===== src/rtl/rueckschreib_einheit_pkg.sv =====
// ---------------------------------------------------------------------------
// rueckschreib_einheit_pkg
// Shared constants and types for the writeback stage. Register file and
// decoder use the same widths and the same register-0 constant.
//   ADRESSBREITE   register address width
//   DATENBREITE    register data width
//   REGISTERANZAHL number of architectural registers
//   NULLREGISTER   hard-wired zero register (never written, never pending)
//   schreibQuelle_t which source filled the writeback output slot
// ---------------------------------------------------------------------------
package rueckschreib_einheit_pkg;

    localparam int ADRESSBREITE   = 6;
    localparam int DATENBREITE    = 32;
    localparam int REGISTERANZAHL = 2 ** ADRESSBREITE;
    localparam int NULLREGISTER   = 0;

    typedef enum logic [1:0] {
        QUELLE_KEINE = 2'd0,
        QUELLE_ALU   = 2'd1,
        QUELLE_LADEN = 2'd2
    } schreibQuelle_t;

endpackage


===== src/rtl/rueckschreib_fifo.sv =====
// ---------------------------------------------------------------------------
// rueckschreib_fifo
// Synchronous FIFO buffering load results until the writeback port is free.
//   Clock, Reset   rising-edge clock, asynchronous active-high reset
//   Schieben       push EingangsDaten (ignored when full unless popping too)
//   Holen          pop the head entry (ignored when empty)
//   EingangsDaten  entry to push
//   KopfDaten      current head entry (valid when Leer=0)
//   Voll, Leer     occupancy flags
// TIEFE must be a power of two so the pointers wrap by plain overflow.
// ---------------------------------------------------------------------------
module rueckschreib_fifo #(
    parameter int TIEFE  = 4,
    parameter int BREITE = 38
) (
    input  logic              Clock,
    input  logic              Reset,
    input  logic              Schieben,
    input  logic              Holen,
    input  logic [BREITE-1:0] EingangsDaten,
    output logic [BREITE-1:0] KopfDaten,
    output logic              Voll,
    output logic              Leer
);

    localparam int ZB = $clog2(TIEFE);
    localparam int AB = ZB + 1;
    localparam logic [ZB-1:0] ZEIGER_EINS = ZB'(1);
    localparam logic [AB-1:0] ANZAHL_EINS = AB'(1);
    localparam logic [AB-1:0] ANZAHL_VOLL = AB'(TIEFE);

    logic [BREITE-1:0] speicher [TIEFE];
    logic [ZB-1:0]     schreibZeiger;
    logic [ZB-1:0]     leseZeiger;
    logic [AB-1:0]     anzahl;
    logic              schreiben;
    logic              lesen;

    assign Voll      = (anzahl == ANZAHL_VOLL);
    assign Leer      = (anzahl == '0);
    assign lesen     = Holen && !Leer;
    // A pop frees the slot on the same edge, so a full FIFO may still push.
    assign schreiben = Schieben && (!Voll || lesen);
    assign KopfDaten = speicher[leseZeiger];

    // NOTE: the storage array has no reset; only pointers and count define
    // validity, so stale contents are never observable.
    always_ff @(posedge Clock) begin
        if (schreiben) begin
            speicher[schreibZeiger] <= EingangsDaten;
        end
    end

    // NOTE: sequential state uses non-blocking assignments so every register
    // samples pre-edge values regardless of statement order.
    always_ff @(posedge Clock or posedge Reset) begin
        if (Reset) begin
            schreibZeiger <= '0;
            leseZeiger    <= '0;
            anzahl        <= '0;
        end else begin
            if (schreiben) begin
                schreibZeiger <= schreibZeiger + ZEIGER_EINS;
            end
            if (lesen) begin
                leseZeiger <= leseZeiger + ZEIGER_EINS;
            end
            case ({schreiben, lesen})
                2'b10:   anzahl <= anzahl + ANZAHL_EINS;
                2'b01:   anzahl <= anzahl - ANZAHL_EINS;
                default: anzahl <= anzahl;
            endcase
        end
    end

endmodule


===== src/rtl/rueckschreib_einheit.sv =====
// ---------------------------------------------------------------------------
// rueckschreib_einheit
// Writeback stage: owns the register-file write port, merges single-cycle
// ALU results with buffered load results (ALU has priority) and tracks one
// pending-load bit per register for decoder stall decisions.
//   Clock, Reset                       clock, asynchronous active-high reset
//   AluGueltig/AluRegister/AluDaten    ALU result, no backpressure
//   SpeicherGueltig/SpeicherBereit     load-result handshake
//   SpeicherRegister/SpeicherDaten     load result payload
//   Reservieren/ReservierRegister      mark a register pending at load issue
//   ReservierBereit                    0 while that register is pending
//   QuellRegister1/2, Belegt1/2        decoder source lookup of pending bits
//   ZielRegister/ZielDaten/Schreibsignal registered register-file write port
// ---------------------------------------------------------------------------
module rueckschreib_einheit
    import rueckschreib_einheit_pkg::*;
#(
    parameter int TIEFE        = 4,
    parameter int DATENBREITE  = rueckschreib_einheit_pkg::DATENBREITE,
    parameter int ADRESSBREITE = rueckschreib_einheit_pkg::ADRESSBREITE
) (
    input  logic                    Clock,
    input  logic                    Reset,
    input  logic                    AluGueltig,
    input  logic [ADRESSBREITE-1:0] AluRegister,
    input  logic [DATENBREITE-1:0]  AluDaten,
    input  logic                    SpeicherGueltig,
    output logic                    SpeicherBereit,
    input  logic [ADRESSBREITE-1:0] SpeicherRegister,
    input  logic [DATENBREITE-1:0]  SpeicherDaten,
    input  logic                    Reservieren,
    input  logic [ADRESSBREITE-1:0] ReservierRegister,
    output logic                    ReservierBereit,
    input  logic [ADRESSBREITE-1:0] QuellRegister1,
    input  logic [ADRESSBREITE-1:0] QuellRegister2,
    output logic                    Belegt1,
    output logic                    Belegt2,
    output logic [ADRESSBREITE-1:0] ZielRegister,
    output logic [DATENBREITE-1:0]  ZielDaten,
    output logic                    Schreibsignal
);

    localparam int REGISTER      = 2 ** ADRESSBREITE;
    localparam int EINTRAGBREITE = ADRESSBREITE + DATENBREITE;
    localparam logic [ADRESSBREITE-1:0] REG_NULL = ADRESSBREITE'(NULLREGISTER);

    // ------------------------------------------------------------ load FIFO
    logic                     fifoVoll;
    logic                     fifoLeer;
    logic                     fifoSchieben;
    logic                     fifoHolen;
    logic [EINTRAGBREITE-1:0] kopfEintrag;
    logic [ADRESSBREITE-1:0]  kopfRegister;
    logic [DATENBREITE-1:0]   kopfDaten;

    assign SpeicherBereit = !fifoVoll;
    assign fifoSchieben   = SpeicherGueltig && SpeicherBereit;
    // The head is consumed whenever the ALU leaves the slot free, even for
    // register 0, so a zero-register load never blocks the queue.
    assign fifoHolen      = !AluGueltig && !fifoLeer;
    assign {kopfRegister, kopfDaten} = kopfEintrag;

    rueckschreib_fifo #(
        .TIEFE  (TIEFE),
        .BREITE (EINTRAGBREITE)
    ) ladePuffer (
        .Clock         (Clock),
        .Reset         (Reset),
        .Schieben      (fifoSchieben),
        .Holen         (fifoHolen),
        .EingangsDaten ({SpeicherRegister, SpeicherDaten}),
        .KopfDaten     (kopfEintrag),
        .Voll          (fifoVoll),
        .Leer          (fifoLeer)
    );

    // --------------------------------------------------------- output stage
    schreibQuelle_t quelleWahl;
    schreibQuelle_t ausgabeQuelle;

    // NOTE: every combinational output gets a default before any branch so
    // no path leaves it unassigned and no latch is inferred.
    always_comb begin
        quelleWahl = QUELLE_KEINE;
        if (AluGueltig) begin
            quelleWahl = QUELLE_ALU;
        end else if (!fifoLeer) begin
            quelleWahl = QUELLE_LADEN;
        end
    end

    always_ff @(posedge Clock or posedge Reset) begin
        if (Reset) begin
            ZielRegister  <= '0;
            ZielDaten     <= '0;
            Schreibsignal <= 1'b0;
            ausgabeQuelle <= QUELLE_KEINE;
        end else begin
            ausgabeQuelle <= quelleWahl;
            case (quelleWahl)
                QUELLE_ALU: begin
                    ZielRegister  <= AluRegister;
                    ZielDaten     <= AluDaten;
                    Schreibsignal <= (AluRegister != REG_NULL);
                end
                QUELLE_LADEN: begin
                    ZielRegister  <= kopfRegister;
                    ZielDaten     <= kopfDaten;
                    Schreibsignal <= (kopfRegister != REG_NULL);
                end
                default: begin
                    Schreibsignal <= 1'b0;
                end
            endcase
        end
    end

    // ----------------------------------------------------- pending scoreboard
    logic [REGISTER-1:0] belegtBits;
    logic [REGISTER-1:0] belegtNaechst;

    // Clear on the edge the register file captures a load write; a
    // reservation on the same edge is applied afterwards and therefore wins.
    // ALU writes never touch the pending bits.
    always_comb begin
        belegtNaechst = belegtBits;
        if (Schreibsignal && (ausgabeQuelle == QUELLE_LADEN)) begin
            belegtNaechst[ZielRegister] = 1'b0;
        end
        if (Reservieren && (ReservierRegister != REG_NULL)) begin
            belegtNaechst[ReservierRegister] = 1'b1;
        end
    end

    always_ff @(posedge Clock or posedge Reset) begin
        if (Reset) begin
            belegtBits <= '0;
        end else begin
            belegtBits <= belegtNaechst;
        end
    end

    // Bit 0 is never set, so register 0 reads as free everywhere.
    assign Belegt1         = belegtBits[QuellRegister1];
    assign Belegt2         = belegtBits[QuellRegister2];
    assign ReservierBereit = !belegtBits[ReservierRegister];

endmodule

===== config.mk =====
export PLATFORM = sky130hd
export DESIGN_NAME = rueckschreib_einheit
export DESIGN_NICKNAME = d
export VERILOG_FILES = /design/src/rtl/rueckschreib_einheit_pkg.sv /design/src/rtl/rueckschreib_fifo.sv /design/src/rtl/rueckschreib_einheit.sv
export SDC_FILE = /design/constraint.sdc
export NUM_CORES = 1
export LEC_CHECK = 0
export BUFFER_PORTS_ARGS = -buffer_cell sky130_fd_sc_hd__buf_2
export CORE_AREA = 2 2 105 208
export CTS_CLUSTER_DIAMETER = 120
export DETAILED_ROUTE_END_ITERATION = 10
export DIE_AREA = 0 0 107 210
export GPL_ROUTABILITY_DRIVEN = 0
export PLACE_DENSITY_LB_ADDON = 0.1
export SLEW_MARGIN = 30
export SYNTH_ARGS = -nofsm -noshare
export SYNTH_HDL_FRONTEND = slang
export SYNTH_SLANG_ARGS = --single-unit

===== constraint.sdc =====
create_clock -name Clock -period 10.02 [get_ports Clock]
set_input_delay 2.004 -clock Clock [delete_from_list [all_inputs] [get_ports Clock]]
set_output_delay 2.004 -clock Clock [all_outputs]
set_load 0.01 [all_outputs]

==> impl_metrics.yaml <==
route:
  initialDrtViolationCount: 742
  avgRoutedWirePerCell_um: 25.8
  wirelength_um: 30800
  first_pass_iters: 8
  drc_errors: 0
  dr_total_vias: 7822
  postRouteAntennaNets: 0
  avgViaCountPerCell: 6.56
clock_network:
  cts_made_buffers: 23
  cts_resized: 0
  root_buffer: "clkbuf_16"
  post_cts_hold_buffer_count: 0
  insertion_delay_ns: 0.51
  cts_tree: "built"
  clk_path_buf_depth: 3
  post-cts-setup-buffers: 0
  clock_sinks: 264
  number_of_h_tree_levels: 1
  clock_pin_slew_on_the_worst_setup_and_hold_paths_ns: 0.06
setup_path:
  r2r_cells: 5
  crit_type: "input port to primary output"
  regToRegStartpoint: "ladePuffer.leseZeiger[0]"
  crit_path_max_incr_delay_ns: 0.58
  r2r_end: "Schreibsignal"
  cpLargestDelayFamily: "buffers and inverters"
  crit_path_start_kind: "input port"
  cp-end-kind: "primary output"
  timing.reg2reg.setup_slack_ns: 7.49
  cp_data_required_time_ns: 8.02
  crit_start: "ReservierRegister[0]"
  wp_data_arrival_ns: 4.00
  timing.critical_path.fanout_max: 34
  worstPathBufferInverterCount: 2
  timing.critical_path.cells: "buf_2, mux4_2, nor2b_1, a211oi_1, a211oi_1, nand4bb_1, buf_2"
  worst-path-stages: 7
  critical_path.endpoint: "ReservierBereit"
  timing.critical_path.slowest_stage_cell: "mux4_2"
synthesis:
  ys_seq_elements: 264
  synth_cell_types: 53
  yosys.cell_count.top_type: "edfxtp_1"
  synth_area_per_cell_um2: 15.0
  synth-edff-count: 152
  yosysTopAreaCellShare_pct: 38.9
  synth_seq_area_share_pct: 62.8
  ys.flop_type: "edfxtp_1"
  synthesis.yosys.warnings: 0
  cell_area_synth_um2: 11700
  synthTopCellsByCount: "edfxtp_1 (152), o21ai_0 (128), dfrtp_1 (112)"
  postSynthNetCount: 888
  syn_inst: 783
  library_cell_with_the_largest_summed_area_after_synthesis: "edfxtp_1"
  synth-async-reset-ratio_pct: 42.4
  netlist_top_cells_area: "edfxtp_1 (39%), dfrtp_1 (24%), mux4_2 (15%), o21ai_0 (5.5%), a222oi_1 (3.2%)"
sta:
  max_freq_mhz: 167
  timing.final.setup_violations: 0
  fin_skew_ns: 0.00989
  setup_total_negative_slack_ns: 0
  worst-slew-pin-transition_ns: 0.962
  unrepaired_setup_endpoints_after_global_routing: "no"
  finalWorstPathRequiredPeriod_ns: 6.00
  worst_hold_slack_ns: 0.491
  timing_hold_violations_final: 0
  timing.final.max_slew_violations: 0
  timing.slew.headroom_pct: 35.9
  finalCritPeriodShare_pct: 59.9
floorplanning:
  fp.coreArea_um2: 20900
  die_area_um2: 22500
  initial_utilization_pct: 56.1
  total_number_of_placement_rows: 75
  fp.dieW_um: 107
  ioPinCount: 142
  floorplan.die.height_um: 210
status:
  run_status: "finished clean"
hold_path:
  worst_hold_path_type: "register to register"
  hp-start: "ZielDaten[9]"
grt:
  antenna_violations_before_repair: 3
  grt_remaining_overflow: 0
  grt_first_pass_wirelength_um: 47200
  vias_in_the_first_global_route: 8205
  grt_use_total_pct: 28.2
  grt_max_degree: 76
placed_design:
  io_buffers: 141
  dp_hpwl_um: 21700
cells_and_area:
  finalNetCount: 1009
  area_growth_from_synthesis_to_layout_pct: 14.3
  share_of_final_layout_standard_cells_stronger_than_drive_strength_1_pct: 29.6
pwr:
  total_leakage_power_nw: 4.88
  total_power_mw: 3.61
  vdd_ir_drop_max_mv: 0.197
  power_density_nw_per_um2: 269
flow_run:
  max_cap_violations: 0
==> how the worst min path moves through the flow <==
stage,slack (ns),end,cells past startpoint
after floorplan,0.49,ladePuffer.anzahl[2],1
after global placement,0.47,ZielDaten[16],2
after detailed placement,0.48,ZielDaten[17],2
after CTS,0.49,ZielDaten[17],2
after global routing,0.52,ZielDaten[14],2
final,0.49,ZielDaten[9],2
==> state kept, by name, summed over array words and instances (netlist names) <==
name	flops
ausgabeQuelle	2
ladePuffer.schreibZeiger	2
ladePuffer.anzahl	3
ladePuffer.speicher	152
ZielDaten	32
ZielRegister	6
Schreibsignal	1
ladePuffer.leseZeiger	2
belegtBits	64
==> routing by layer <==
metal | track usage [%] | vias to the layer above | share of wire (%)
met5 | 0 | - | 0
met4 | 18.4 | 0 | 7.2
met3 | 3.99 | 131 | 6.8
met2 | 50.8 | 406 | 55
met1 | 30.3 | 3921 | 31
li1 | - | 3364 | -
==> metrics by stage <==
step | cell area, µm² | setup WS (ns) | util [%] | cells
after floorplan | 11700 | 4.57 | - | 783
after global placement | 12600 | 4.09 | 60.2 | 1147
after detailed placement | 12600 | 4.05 | 60.4 | 1148
after CTS | 13400 | 4.06 | 64.0 | 1189
after global routing | 13400 | 3.97 | 64.1 | 1192
final | 13400 | 4.02 | 64.1 | 1193
==> worst reg2reg max path, cell delays in order, from the launching register on <==
cell and delay, ns:
dfrtp_2 0.37, buf_4 0.61, mux4_2 0.66, or4_1 0.54, o31ai_2 0.18, nand2_1 0.07
==> placed cells by master (no fill, tap or decap), drive strengths merged, types with 3 or more instances in the layout <==
master / n
clkbuf: 35
xor2: 3
nor2: 15
buf: 146
diode: 4
o21ai: 129
bufinv: 3
ha: 5
clkinv: 3
nor3: 3
nand4: 3
mux2: 5
mux4: 79
edfxtp: 152
a21oi: 8
or3: 3
a211oi: 5
nand2b: 4
mux2i: 6
and3: 4
inv: 49
nand2: 28
nand3b: 11
o22ai: 8
a222oi: 38
nand3: 20
dfrtp: 112
nor2b: 12
xnor2: 3
o31ai: 5
==> layout make-up <==
| type | count | area (µm²) |
|---|---|---|
| fill | 1507 | 7510 |
| sequential | 264 | 7370 |
| multi-input combinational | 420 | 3980 |
| timing repair buffer | 146 | 767 |
| clock buffer | 35 | 654 |
| tap | 269 | 337 |
| inverter | 49 | 186 |
| clock inverter | 6 | 109 |
| antenna | 4 | 10.0 |
==> cells by family (layout without fill, tap and decap cells) <==
family	after synthesis	in the layout	share of synthesized area, %
AO/OA/AOI/OAI	206	206	11.1
XOR/XNOR	6	6	0.448
adder cells (fa/ha/maj)	6	6	0.703
buffers and inverters	99	236	3.66
flip-flops	264	264	62.8
multiplexers	90	90	16.2
other	0	4	0
AND/OR/NAND/NOR	112	112	5.05
==> where the power goes <==
group	switching, mW	internal (mW)	total (mW)
logic	0.512	0.480	0.992
registers	0.256	1.47	1.72
clock network	0.370	0.528	0.899
total	1.14	2.47	3.61
No activity file was read; power rests on OpenSTA's default activity.
